--- src/rtl/platform_compositor_pkg.sv ---
// Shared types, default colours and the inclusive box-hit helper used by
// the platform compositor and its platform table. No ports.
package platform_pkg;

    localparam int MAX_COORD_W = 16;

    // Signed working type, two bits wider than any coordinate.
    typedef logic signed [MAX_COORD_W+1:0] scoord_t;

    typedef struct packed {
        logic [MAX_COORD_W-1:0] x;
        logic [MAX_COORD_W-1:0] y;
        logic [MAX_COORD_W-1:0] hw;
        logic [MAX_COORD_W-1:0] hh;
        logic                   vis;
    } plat_t;

    typedef struct packed {
        logic [7:0] r;
        logic [7:0] g;
        logic [7:0] b;
    } rgb_t;

    localparam rgb_t DEF_PLAT_RGB   = 24'h66BB11;
    localparam rgb_t DEF_BALL_RGB   = 24'hCAC52E;
    localparam rgb_t DEF_CANNON_RGB = 24'hFF0000;

    // |px-cx| <= hw and |py-cy| <= hh; size 0 is a single pixel.
    function automatic bit in_box(
        input scoord_t px,
        input scoord_t py,
        input scoord_t cx,
        input scoord_t cy,
        input scoord_t hw,
        input scoord_t hh
    );
        scoord_t dx;
        scoord_t dy;
        dx = px - cx;
        dy = py - cy;
        if (dx[MAX_COORD_W+1]) dx = -dx;
        if (dy[MAX_COORD_W+1]) dy = -dy;
        return (dx <= hw) && (dy <= hh);
    endfunction

endpackage

--- src/rtl/platform_compositor_plat_table.sv ---
// Shadow/active platform table with write port, frame_start commit and scroll latch.
// Ports: Clk, Reset_n, frame_start, wr_* write port, scroll_y in; act_tbl, act_scroll out.
module plat_table
    import platform_pkg::*;
#(
    parameter int NUM_PLAT = 16,
    parameter int COORD_W  = 10
) (
    input  logic                        Clk,
    input  logic                        Reset_n,
    input  logic                        frame_start,
    input  logic                        wr_en,
    input  logic [$clog2(NUM_PLAT)-1:0] wr_idx,
    input  logic [COORD_W-1:0]          wr_x,
    input  logic [COORD_W-1:0]          wr_y,
    input  logic [COORD_W-1:0]          wr_hw,
    input  logic [COORD_W-1:0]          wr_hh,
    input  logic                        wr_vis,
    input  logic [COORD_W-1:0]          scroll_y,
    output plat_t                       act_tbl [NUM_PLAT],
    output logic [COORD_W-1:0]          act_scroll
);

    plat_t              shadow_q [NUM_PLAT];
    plat_t              shadow_d [NUM_PLAT];
    plat_t              active_q [NUM_PLAT];
    plat_t              active_d [NUM_PLAT];
    logic [COORD_W-1:0] scroll_q;
    logic [COORD_W-1:0] scroll_d;
    plat_t              wr_ent;

    always_comb begin
        wr_ent.x   = MAX_COORD_W'(wr_x);
        wr_ent.y   = MAX_COORD_W'(wr_y);
        wr_ent.hw  = MAX_COORD_W'(wr_hw);
        wr_ent.hh  = MAX_COORD_W'(wr_hh);
        wr_ent.vis = wr_vis;

        shadow_d = shadow_q;
        if (wr_en && (32'(wr_idx) < NUM_PLAT)) begin
            shadow_d[wr_idx] = wr_ent;
        end

        // Copy from the registered shadow, so a same-cycle write
        // only becomes visible at the following frame_start.
        active_d = active_q;
        scroll_d = scroll_q;
        if (frame_start) begin
            active_d = shadow_q;
            scroll_d = scroll_y;
        end
    end

    always_ff @(posedge Clk) begin
        if (!Reset_n) begin
            for (int i = 0; i < NUM_PLAT; i++) begin
                shadow_q[i] <= '0;
                active_q[i] <= '0;
            end
            scroll_q <= '0;
        end else begin
            shadow_q <= shadow_d;
            active_q <= active_d;
            scroll_q <= scroll_d;
        end
    end

    assign act_tbl    = active_q;
    assign act_scroll = scroll_q;

endmodule

--- src/rtl/platform_compositor.sv ---
// Two-stage pixel compositor: platforms (scrolled), ball and cannon layers.
// Ports: Clk, Reset_n, frame_start, wr_*, scroll_y, Ball*, Cannon*, DrawX/DrawY,
// blank in; Red/Green/Blue, hit_any, hit_idx out. Macro PLAT_WRAP_EN enables
// vertical wrap of platforms scrolled past the top edge.
module platform_compositor
    import platform_pkg::*;
#(
    parameter int   NUM_PLAT   = 16,
    parameter int   COORD_W    = 10,
    parameter int   SCREEN_H   = 480,
    parameter rgb_t PLAT_RGB   = DEF_PLAT_RGB,
    parameter rgb_t BALL_RGB   = DEF_BALL_RGB,
    parameter rgb_t CANNON_RGB = DEF_CANNON_RGB
) (
    input  logic                        Clk,
    input  logic                        Reset_n,
    input  logic                        frame_start,
    input  logic                        wr_en,
    input  logic [$clog2(NUM_PLAT)-1:0] wr_idx,
    input  logic [COORD_W-1:0]          wr_x,
    input  logic [COORD_W-1:0]          wr_y,
    input  logic [COORD_W-1:0]          wr_hw,
    input  logic [COORD_W-1:0]          wr_hh,
    input  logic                        wr_vis,
    input  logic [COORD_W-1:0]          scroll_y,
    input  logic [COORD_W-1:0]          BallX,
    input  logic [COORD_W-1:0]          BallY,
    input  logic [COORD_W-1:0]          Ball_size,
    input  logic [COORD_W-1:0]          CannonX,
    input  logic [COORD_W-1:0]          CannonY,
    input  logic [COORD_W-1:0]          CannonS,
    input  logic [COORD_W-1:0]          DrawX,
    input  logic [COORD_W-1:0]          DrawY,
    input  logic                        blank,
    output logic [7:0]                  Red,
    output logic [7:0]                  Green,
    output logic [7:0]                  Blue,
    output logic                        hit_any,
    output logic [$clog2(NUM_PLAT)-1:0] hit_idx
);

    localparam int IW = $clog2(NUM_PLAT);

    if (SCREEN_H < 1 || SCREEN_H > (1 << COORD_W)) begin : g_bad_screen_h
        $error("SCREEN_H out of range for COORD_W");
    end

    plat_t              act_tbl [NUM_PLAT];
    logic [COORD_W-1:0] act_scroll;

    plat_table #(
        .NUM_PLAT (NUM_PLAT),
        .COORD_W  (COORD_W)
    ) u_tbl (
        .Clk         (Clk),
        .Reset_n     (Reset_n),
        .frame_start (frame_start),
        .wr_en       (wr_en),
        .wr_idx      (wr_idx),
        .wr_x        (wr_x),
        .wr_y        (wr_y),
        .wr_hw       (wr_hw),
        .wr_hh       (wr_hh),
        .wr_vis      (wr_vis),
        .scroll_y    (scroll_y),
        .act_tbl     (act_tbl),
        .act_scroll  (act_scroll)
    );

    logic [NUM_PLAT-1:0] hit_d, hit_q;
    logic                ball_d, ball_q;
    logic                cannon_d, cannon_q;
    logic                blank1_d, blank1_q;
    scoord_t             px, py, sy;

    always_comb begin
        px    = scoord_t'(DrawX);
        py    = scoord_t'(DrawY);
        sy    = '0;
        hit_d = '0;
        for (int i = 0; i < NUM_PLAT; i++) begin
            sy = scoord_t'(act_tbl[i].y) - scoord_t'(act_scroll);
`ifdef PLAT_WRAP_EN
            if (sy[MAX_COORD_W+1]) sy = sy + scoord_t'(SCREEN_H);
            // Test both wrapped copies so a platform straddling the
            // top/bottom edge draws on both sides.
            hit_d[i] = act_tbl[i].vis && (
                in_box(px, py, scoord_t'(act_tbl[i].x), sy,
                       scoord_t'(act_tbl[i].hw), scoord_t'(act_tbl[i].hh)) ||
                in_box(px, py, scoord_t'(act_tbl[i].x),
                       sy - scoord_t'(SCREEN_H),
                       scoord_t'(act_tbl[i].hw), scoord_t'(act_tbl[i].hh)) ||
                in_box(px, py, scoord_t'(act_tbl[i].x),
                       sy + scoord_t'(SCREEN_H),
                       scoord_t'(act_tbl[i].hw), scoord_t'(act_tbl[i].hh)));
`else
            hit_d[i] = act_tbl[i].vis &&
                in_box(px, py, scoord_t'(act_tbl[i].x), sy,
                       scoord_t'(act_tbl[i].hw), scoord_t'(act_tbl[i].hh));
`endif
        end
        ball_d = in_box(px, py, scoord_t'(BallX), scoord_t'(BallY),
                        scoord_t'(Ball_size), scoord_t'(Ball_size));
        cannon_d = in_box(px, py, scoord_t'(CannonX), scoord_t'(CannonY),
                          scoord_t'(CannonS), scoord_t'(CannonS));
        blank1_d = blank;
    end

    rgb_t          rgb_d, rgb_q;
    logic          hit_any_d, hit_any_q;
    logic [IW-1:0] hit_idx_d, hit_idx_q;

    always_comb begin
        hit_idx_d = '0;
        for (int i = NUM_PLAT - 1; i >= 0; i--) begin
            if (hit_q[i]) hit_idx_d = IW'(i);
        end
        hit_any_d = |hit_q;
        rgb_d     = '0;
        if (!blank1_q) begin
            hit_any_d = 1'b0;
            hit_idx_d = '0;
        end else if (ball_q) begin
            rgb_d = BALL_RGB;
        end else if (|hit_q) begin
            rgb_d = PLAT_RGB;
        end else if (cannon_q) begin
            rgb_d = CANNON_RGB;
        end
    end

    always_ff @(posedge Clk) begin
        if (!Reset_n) begin
            hit_q     <= '0;
            ball_q    <= 1'b0;
            cannon_q  <= 1'b0;
            blank1_q  <= 1'b0;
            rgb_q     <= '0;
            hit_any_q <= 1'b0;
            hit_idx_q <= '0;
        end else begin
            hit_q     <= hit_d;
            ball_q    <= ball_d;
            cannon_q  <= cannon_d;
            blank1_q  <= blank1_d;
            rgb_q     <= rgb_d;
            hit_any_q <= hit_any_d;
            hit_idx_q <= hit_idx_d;
        end
    end

    assign Red     = rgb_q.r;
    assign Green   = rgb_q.g;
    assign Blue    = rgb_q.b;
    assign hit_any = hit_any_q;
    assign hit_idx = hit_idx_q;

endmodule

--- config.mk ---
export PLATFORM = sky130hd
export DESIGN_NAME = platform_compositor
export DESIGN_NICKNAME = d
export VERILOG_FILES = /design/src/rtl/platform_compositor_pkg.sv /design/src/rtl/platform_compositor_plat_table.sv /design/src/rtl/platform_compositor.sv
export SDC_FILE = /design/constraint.sdc
export NUM_CORES = 2
export LEC_CHECK = 0
export CAP_MARGIN = 15
export CORE_ASPECT_RATIO = 1.75
export CORE_MARGIN = 4
export CORE_UTILIZATION = 35
export DETAILED_ROUTE_END_ITERATION = 12
export PLACE_DENSITY = 0.51
export SLEW_MARGIN = 10
export SYNTH_ARGS = -nofsm -noshare
export SYNTH_HDL_FRONTEND = slang
export SYNTH_SLANG_ARGS = --single-unit
--- constraint.sdc ---
create_clock -name Clk -period 5.64 [get_ports Clk]
set_clock_uncertainty 0.1 [all_clocks]
set_input_delay 1.128 -clock Clk [delete_from_list [all_inputs] [get_ports Clk]]
set_output_delay 1.128 -clock Clk [all_outputs]
set_load 0.01 [all_outputs]
# == Word level (Yosys, flattened, before mapping) ==
# Index checks and enable logic that the tools add are counted.
# op_classes
magnitude_cmp,38
n_mux,57
bitwise_logic,3
add_sub_neg,88
reduce_logical,43
# op_table
op,n
bitwise mux 1040 bit,1
2-to-1 mux 18 bit,36
less-or-equal comparator 18 x 17 -> 1 bit,32
negation 17 -> 18 bit,16
negation 18 bit,16
subtractor 11 x 17 -> 18 bit,16
subtractor 10 x 16 -> 17 bit,16
subtractor 16 x 10 -> 17 bit,16
demux 65 bit (select 4 bit),1
less-or-equal comparator 18 x 11 -> 1 bit,4
2-to-1 mux 24 bit,3
negation 11 -> 18 bit,4
2-to-1 mux 65 bit,1
subtractor 10 x 10 -> 11 bit,4
logical AND 1 bit,35
2-to-1 mux 4 bit,8
OR reduction 19 bit,1
OR reduction 16 bit,1
2-to-1 mux 3 bit,4
OR reduction 10 bit,1
OR reduction 3 bit,2
OR reduction 6 bit,1
">= comparator 5 bit, second input constant",1
"< comparator 5 x 1 -> 1 bit, second input constant",1
6 further kinds,8
# word_totals
ff_bits,2138
inputBits,140
out_inout_bits,29
elab_cells,407

# == Longest topological paths before layout ==
# logic_depth
ltp_word,15
ltp_mapped,29
depth_no_buf,29

# == Modules after synthesis ==
# A second synthesis with hierarchy kept.
# hier_totals
hier_cells,12852
area_unflattened_um2,107240.4
# by_module_without_submodules
mod,seq_area_each_um2,cells_each,instances,area_each_um2
platform_compositor,620.6,8099,1,56277.7
plat_table,26465.4,4753,1,50962.6

# == Least setup slack after synthesis ==
# OpenSTA, ideal clock, no wires.
# synth_path
kind,reg-to-reg
from,"register u_tbl.scroll_q[1], in the netlist u_tbl.act_scroll[1]"
to,register hit_q[12]
required_time_ps,5445
setup_slack_ps,-597
arrival_ps,6041
setup_ps,95
path_buffers,0
period_less_slack_ps,6237
path_stages_with_launch,26
cell_sequence,dfxtp_1 inv_1 ha_1 nor2b_1 o21ai_0 a21oi_1 o41ai_1 o21bai_1 a21oi_1 xor2_1 ha_1 and2_1 a31o_2 or3_1 a22oi_1 mux2i_1 ha_1 nor2b_1 o21ai_0 nand2b_1 a21oi_1 o211ai_1 o311ai_0 nand4b_1 a41o_1 a221oi_1
# synth_between
elab_chain_len,7
# synth_rtl
item,line,rtl
"start, declared",platform_compositor_plat_table.sv:28,logic [COORD_W-1:0] scroll_q;
"start signal, assigned",platform_compositor_plat_table.sv:64,scroll_q <= scroll_d;
subtractor 16 x 10 -> 17 bit (*),platform_compositor.sv:82,sy = scoord_t'(act_tbl[i].y) - scoord_t'(act_scroll);
subtractor 11 x 17 -> 18 bit (*),platform_compositor_pkg.sv:40,dy = py - cy;
negation 18 bit,platform_compositor_pkg.sv:42,if (dy[MAX_COORD_W+1]) dy = -dy;
2-to-1 mux 18 bit (*),platform_compositor_pkg.sv:42,
less-or-equal comparator 18 x 17 -> 1 bit (*),platform_compositor_pkg.sv:43,return (dx <= hw) && (dy <= hh);
logical AND 1 bit (*),platform_compositor_pkg.sv:43,
logical AND 1 bit (*),platform_compositor.sv:97,hit_d[i] = act_tbl[i].vis &&
"end signal, assigned",platform_compositor.sv:142,hit_q <= hit_d;
"end, declared",platform_compositor.sv:70,"logic [NUM_PLAT-1:0] hit_d, hit_q;"
# Mark *: on every way between the ends. The rest lies on a longest branch, timed or not.
# A chain may end at the register's enable or synchronous reset.

# == Worst setup path in the final report ==
# layout_path
from,input DrawX[0]
to,register hit_q[5]
# layout_between
elab_chain_len,6
# layout_rtl
item,line,rtl
"start, declared",platform_compositor.sv:32,"input logic [COORD_W-1:0] DrawX,"
subtractor 10 x 16 -> 17 bit (*),platform_compositor_pkg.sv:39,dx = px - cx;
negation 17 -> 18 bit,platform_compositor_pkg.sv:41,if (dx[MAX_COORD_W+1]) dx = -dx;
2-to-1 mux 18 bit (*),platform_compositor_pkg.sv:41,
less-or-equal comparator 18 x 17 -> 1 bit (*),platform_compositor_pkg.sv:43,
logical AND 1 bit (*),platform_compositor_pkg.sv:43,
logical AND 1 bit (*),platform_compositor.sv:97,
# Marked as above.

==> impl_metrics.tcl <==
set metrics [dict create \
    power_per_cell_area_nw_per_um2 294 \
    drt_drc_violations_left 0 \
    io_buffers 166 \
    ir_drop_mv 0.206 \
    yosysMostFrequentCell "nand2_1" \
    grt_util_all_layers_pct 23.3 \
    critPathKind "in2reg" \
    synthArstFlopShare_pct 0 \
    clk_latency_ns 0.84 \
    hp-start "u_tbl.shadow_q[261]" \
    yosys_warnings 0 \
    cts_max_level 4 \
    grt_overflow 0 \
    grt_max_degree 144 \
    p_sw_mw 10.3 \
    antenna_found_initial 20 \
    yosys-top-cells-count "nand2_1 (1573), dfxtp_1 (1353), nor2_1 (1105)" \
    core_area_um2 243000 \
    hpwl_um 218000 \
    die-area_um2 253000 \
    grt_pass1_wl_um 455000 \
    num_vias 77100 \
    cts.path.max_buffers 4 \
    area_delta_synth_final_pct 22.6 \
    num-fill-cells 24300 \
    cts_buffers 148 \
    end_kind "register" \
    violations "negative setup slack" \
    fin_crit_sh_pct 100 \
    hold_path_class "reg2reg" \
    crit_start "DrawX[0]" \
    synth_enable_flop_cells 0 \
    cts_root_buf "clkbuf_16" \
    crit_path_max_incr_delay_ns 0.54 \
    drive_above_1_share_pct 15.1 \
    die_y_um 662 \
    power_leakage_nw 43.0 \
    path_clk_slew_ns 0.07 \
    clkSinkCount 1353 \
    hold_buffers 0 \
    avgSynthCellArea_um2 8.05 \
    num_rows 239 \
    yosys-top-cells-area "dfxtp_1 (32%), ha_1 (13%), mux2i_1 (7.9%)" \
    p_int_mw 20.6 \
    drv_slew 0 \
    place_area_um2 98400 \
    drv_cap 0 \
    relSlewSlack_pct 20.7 \
    start_util_pct 35.3 \
    cts_tree "yes" \
    fin_area_um2 105000 \
    layout.nets 12700 \
    top_usage_layer "met2" \
    power.share.switching_pct 33.3 \
    synth_area_um2 85500 \
    finalSetupViolCount 1 \
    syn_inst 10600 \
    netlist.area_leader.share_pct 31.7 \
    outcome "finished with violations" \
    timing.fmax_ghz 0.177 \
    synth.distinct_cells 90 \
    routed_wl_um 306000 \
    routabilityCongestion 0.906 \
    firstDrtPassIters 5 \
    grtUsageMet3_pct 2.41 \
    yosysSeqAreaShare_pct 31.7 \
    cpMostUsedCell "o21a_1" \
    clockPowerShare_pct 31.6 \
    crit_chain "clkdlybuf4s50_1 > clkinvlp_4 > buf_12 > buf_4 > ha_1 > inv_1 > fa_1 > a21o_1 > a21oi_2 > o21ai_1 > a211oi_2 > or2_2 > o21a_2 > o21ai_0 > ha_1 > nor2b_1 > o21a_1 > o21a_1 > o21a_1 > o21ai_0 > a21oi_1 > a211oi_2 > o211ai_1 > a31oi_2" \
    rsz0062_at_grt "true" \
    cp.required_ns 6.26 \
    drtAntennaViolNets 0 \
    p_seq_share_pct 31.5 \
    multiInputGateArea_um2 55100 \
    cp.arrival_ns 6.29 \
    synth_largest_area_cell "dfxtp_1" \
    worst_setup_path_start_kind "input port" \
    vias_per_cell 5.15 \
    die_w_um 382 \
    post-place-ws_ns -1.22 \
    timing.final.ws_setup_ns -0.0233 \
    tightest_slew_ns 1.19 \
    grt_pass1_vias 76800 \
    synth_flop_cell "dfxtp_1" \
    hold_violations 0 \
    crit_path_top_delay_cell "clkdlybuf4s50_1" \
    reg2reg_from "u_tbl.act_scroll[1]" \
    synth_seq_cells 1353 \
    ios 169 \
    register_area_um2 27100 \
    grt_use_met2_pct 43.6 \
    drtIter0Drc 4029 \
    grtUsageMet1_pct 26.5 \
    fin_crit_ns 5.66 \
    power_mw 30.8 \
    wl_per_cell_um 20.4 \
    comb_power_share_pct 36.9 \
    cp_max_fo 7 \
]
cell type report:
type	count	share of cell area (%)
timing repair buffer	1329	10.5
antenna	6	0.0143
sequential	1353	25.8
clock inverter	55	0.515
tap	3253	3.88
clock buffer	198	3.96
multi-input combinational	8045	52.6
inverter	750	2.70
logic make-up after synthesis:
| family | count (synthesis) | share of synthesized area (%) |
|---|---|---|
| AO/OA/AOI/OAI | 2108 | 15.1 |
| AND/OR/NAND/NOR | 3674 | 18.9 |
| multiplexers | 685 | 8.04 |
| adder cells (fa/ha/maj) | 969 | 14.6 |
| flip-flops | 1353 | 31.7 |
| XOR/XNOR | 606 | 6.21 |
| buffers and inverters | 1219 | 5.43 |
| other | 1 | 0.00439 |
through the flow:
step	instances	setup TNS (ns)	hold WS, ns	utilization (%)
2_1_floorplan	10600	0	0.318	-
3_3_place_gp	14700	-10.76	0.340	40.6
3_5_place_dp	14700	-11.33	0.346	40.6
4_1_cts	14900	-0.179	0.346	42.7
5_1_grt	15000	-1.21	0.368	43.2
6_report	15000	-0.0233	0.353	43.2
worst max-delay path, delay by kind of cell:
family / cells / cell delay [ns]
adder cells (fa/ha/maj): 3 / 0.69
buffers and inverters: 5 / 1.14
AO/OA/AOI/OAI: 14 / 2.86
AND/OR/NAND/NOR: 2 / 0.47
flip-flops by register name, summed over array words and instances (netlist names):
name and cells:
Red 4, hit_q 16, cannon_q 1, blank1_q 1, hit_idx 4, Green 3, u_tbl.shadow_q 656, u_tbl.act_tbl 656
u_tbl.act_scroll 10, hit_any 1, ball_q 1
cell usage in the layout, fill, tap and decap left out, types with 41 or more instances in the layout:
cell type,n
nand2_1,1572
dfxtp_1,1350
buf_4,1096
nor2_1,1084
a21oi_1,923
ha_1,907
inv_1,745
mux2i_1,672
xnor2_1,368
o21ai_0,248
xor2_1,235
o21a_1,177
nor2b_1,166
nor3_1,151
clkbuf_16,151
clkdlybuf4s50_1,131
a21o_1,113
nand3_1,110
nand2b_1,100
nand4_1,74
or3_1,62
or2_2,60
buf_12,57
a21oi_2,56
o21ai_1,52
a31oi_1,49
fa_1,45
o31ai_1,41
per-layer routing:
layer | share of wire [%] | vias to the layer above
met3 | 3.8 | 518
met2 | 51 | 1349
met4 | 5.1 | 10
met1 | 40 | 37100
met5 | 0.019 | -
li1 | - | 38200
final timing paths:
check / end / slack (ns) / cells after the start
max: hit_q[5] / -0.02 / 24
min: u_tbl.shadow_q[261] / 0.35 / 2
max reg2reg: hit_q[5] / -0.02 / 23
min reg2reg: u_tbl.shadow_q[261] / 0.35 / 2
repair_timing:
| item | in CTS | in global routing |
|---|---|---|
| endpoints found under the setup margin | 11 | 16 |
| cloned | 0 | 2 |
| resized for setup | 69 | 259 |
| pin swaps | 35 | 135 |
| buffers inserted | 27 | 35 |
power groups by stage:
| stage | Combinational, mW | Sequential [mW] | Clock [mW] |
|---|---|---|---|
| finish | 11.4 | 9.72 | 9.75 |
| global route | 12.5 | 9.72 | 10.3 |
| CTS | 10.9 | 9.71 | 10.0 |
| detailed placement | 10.7 | 9.93 | 0 |
| global placement | 10.4 | 9.93 | 0 |
| floorplan | 6.41 | 9.91 | 0 |
Power figures use the tool's default switching activity.
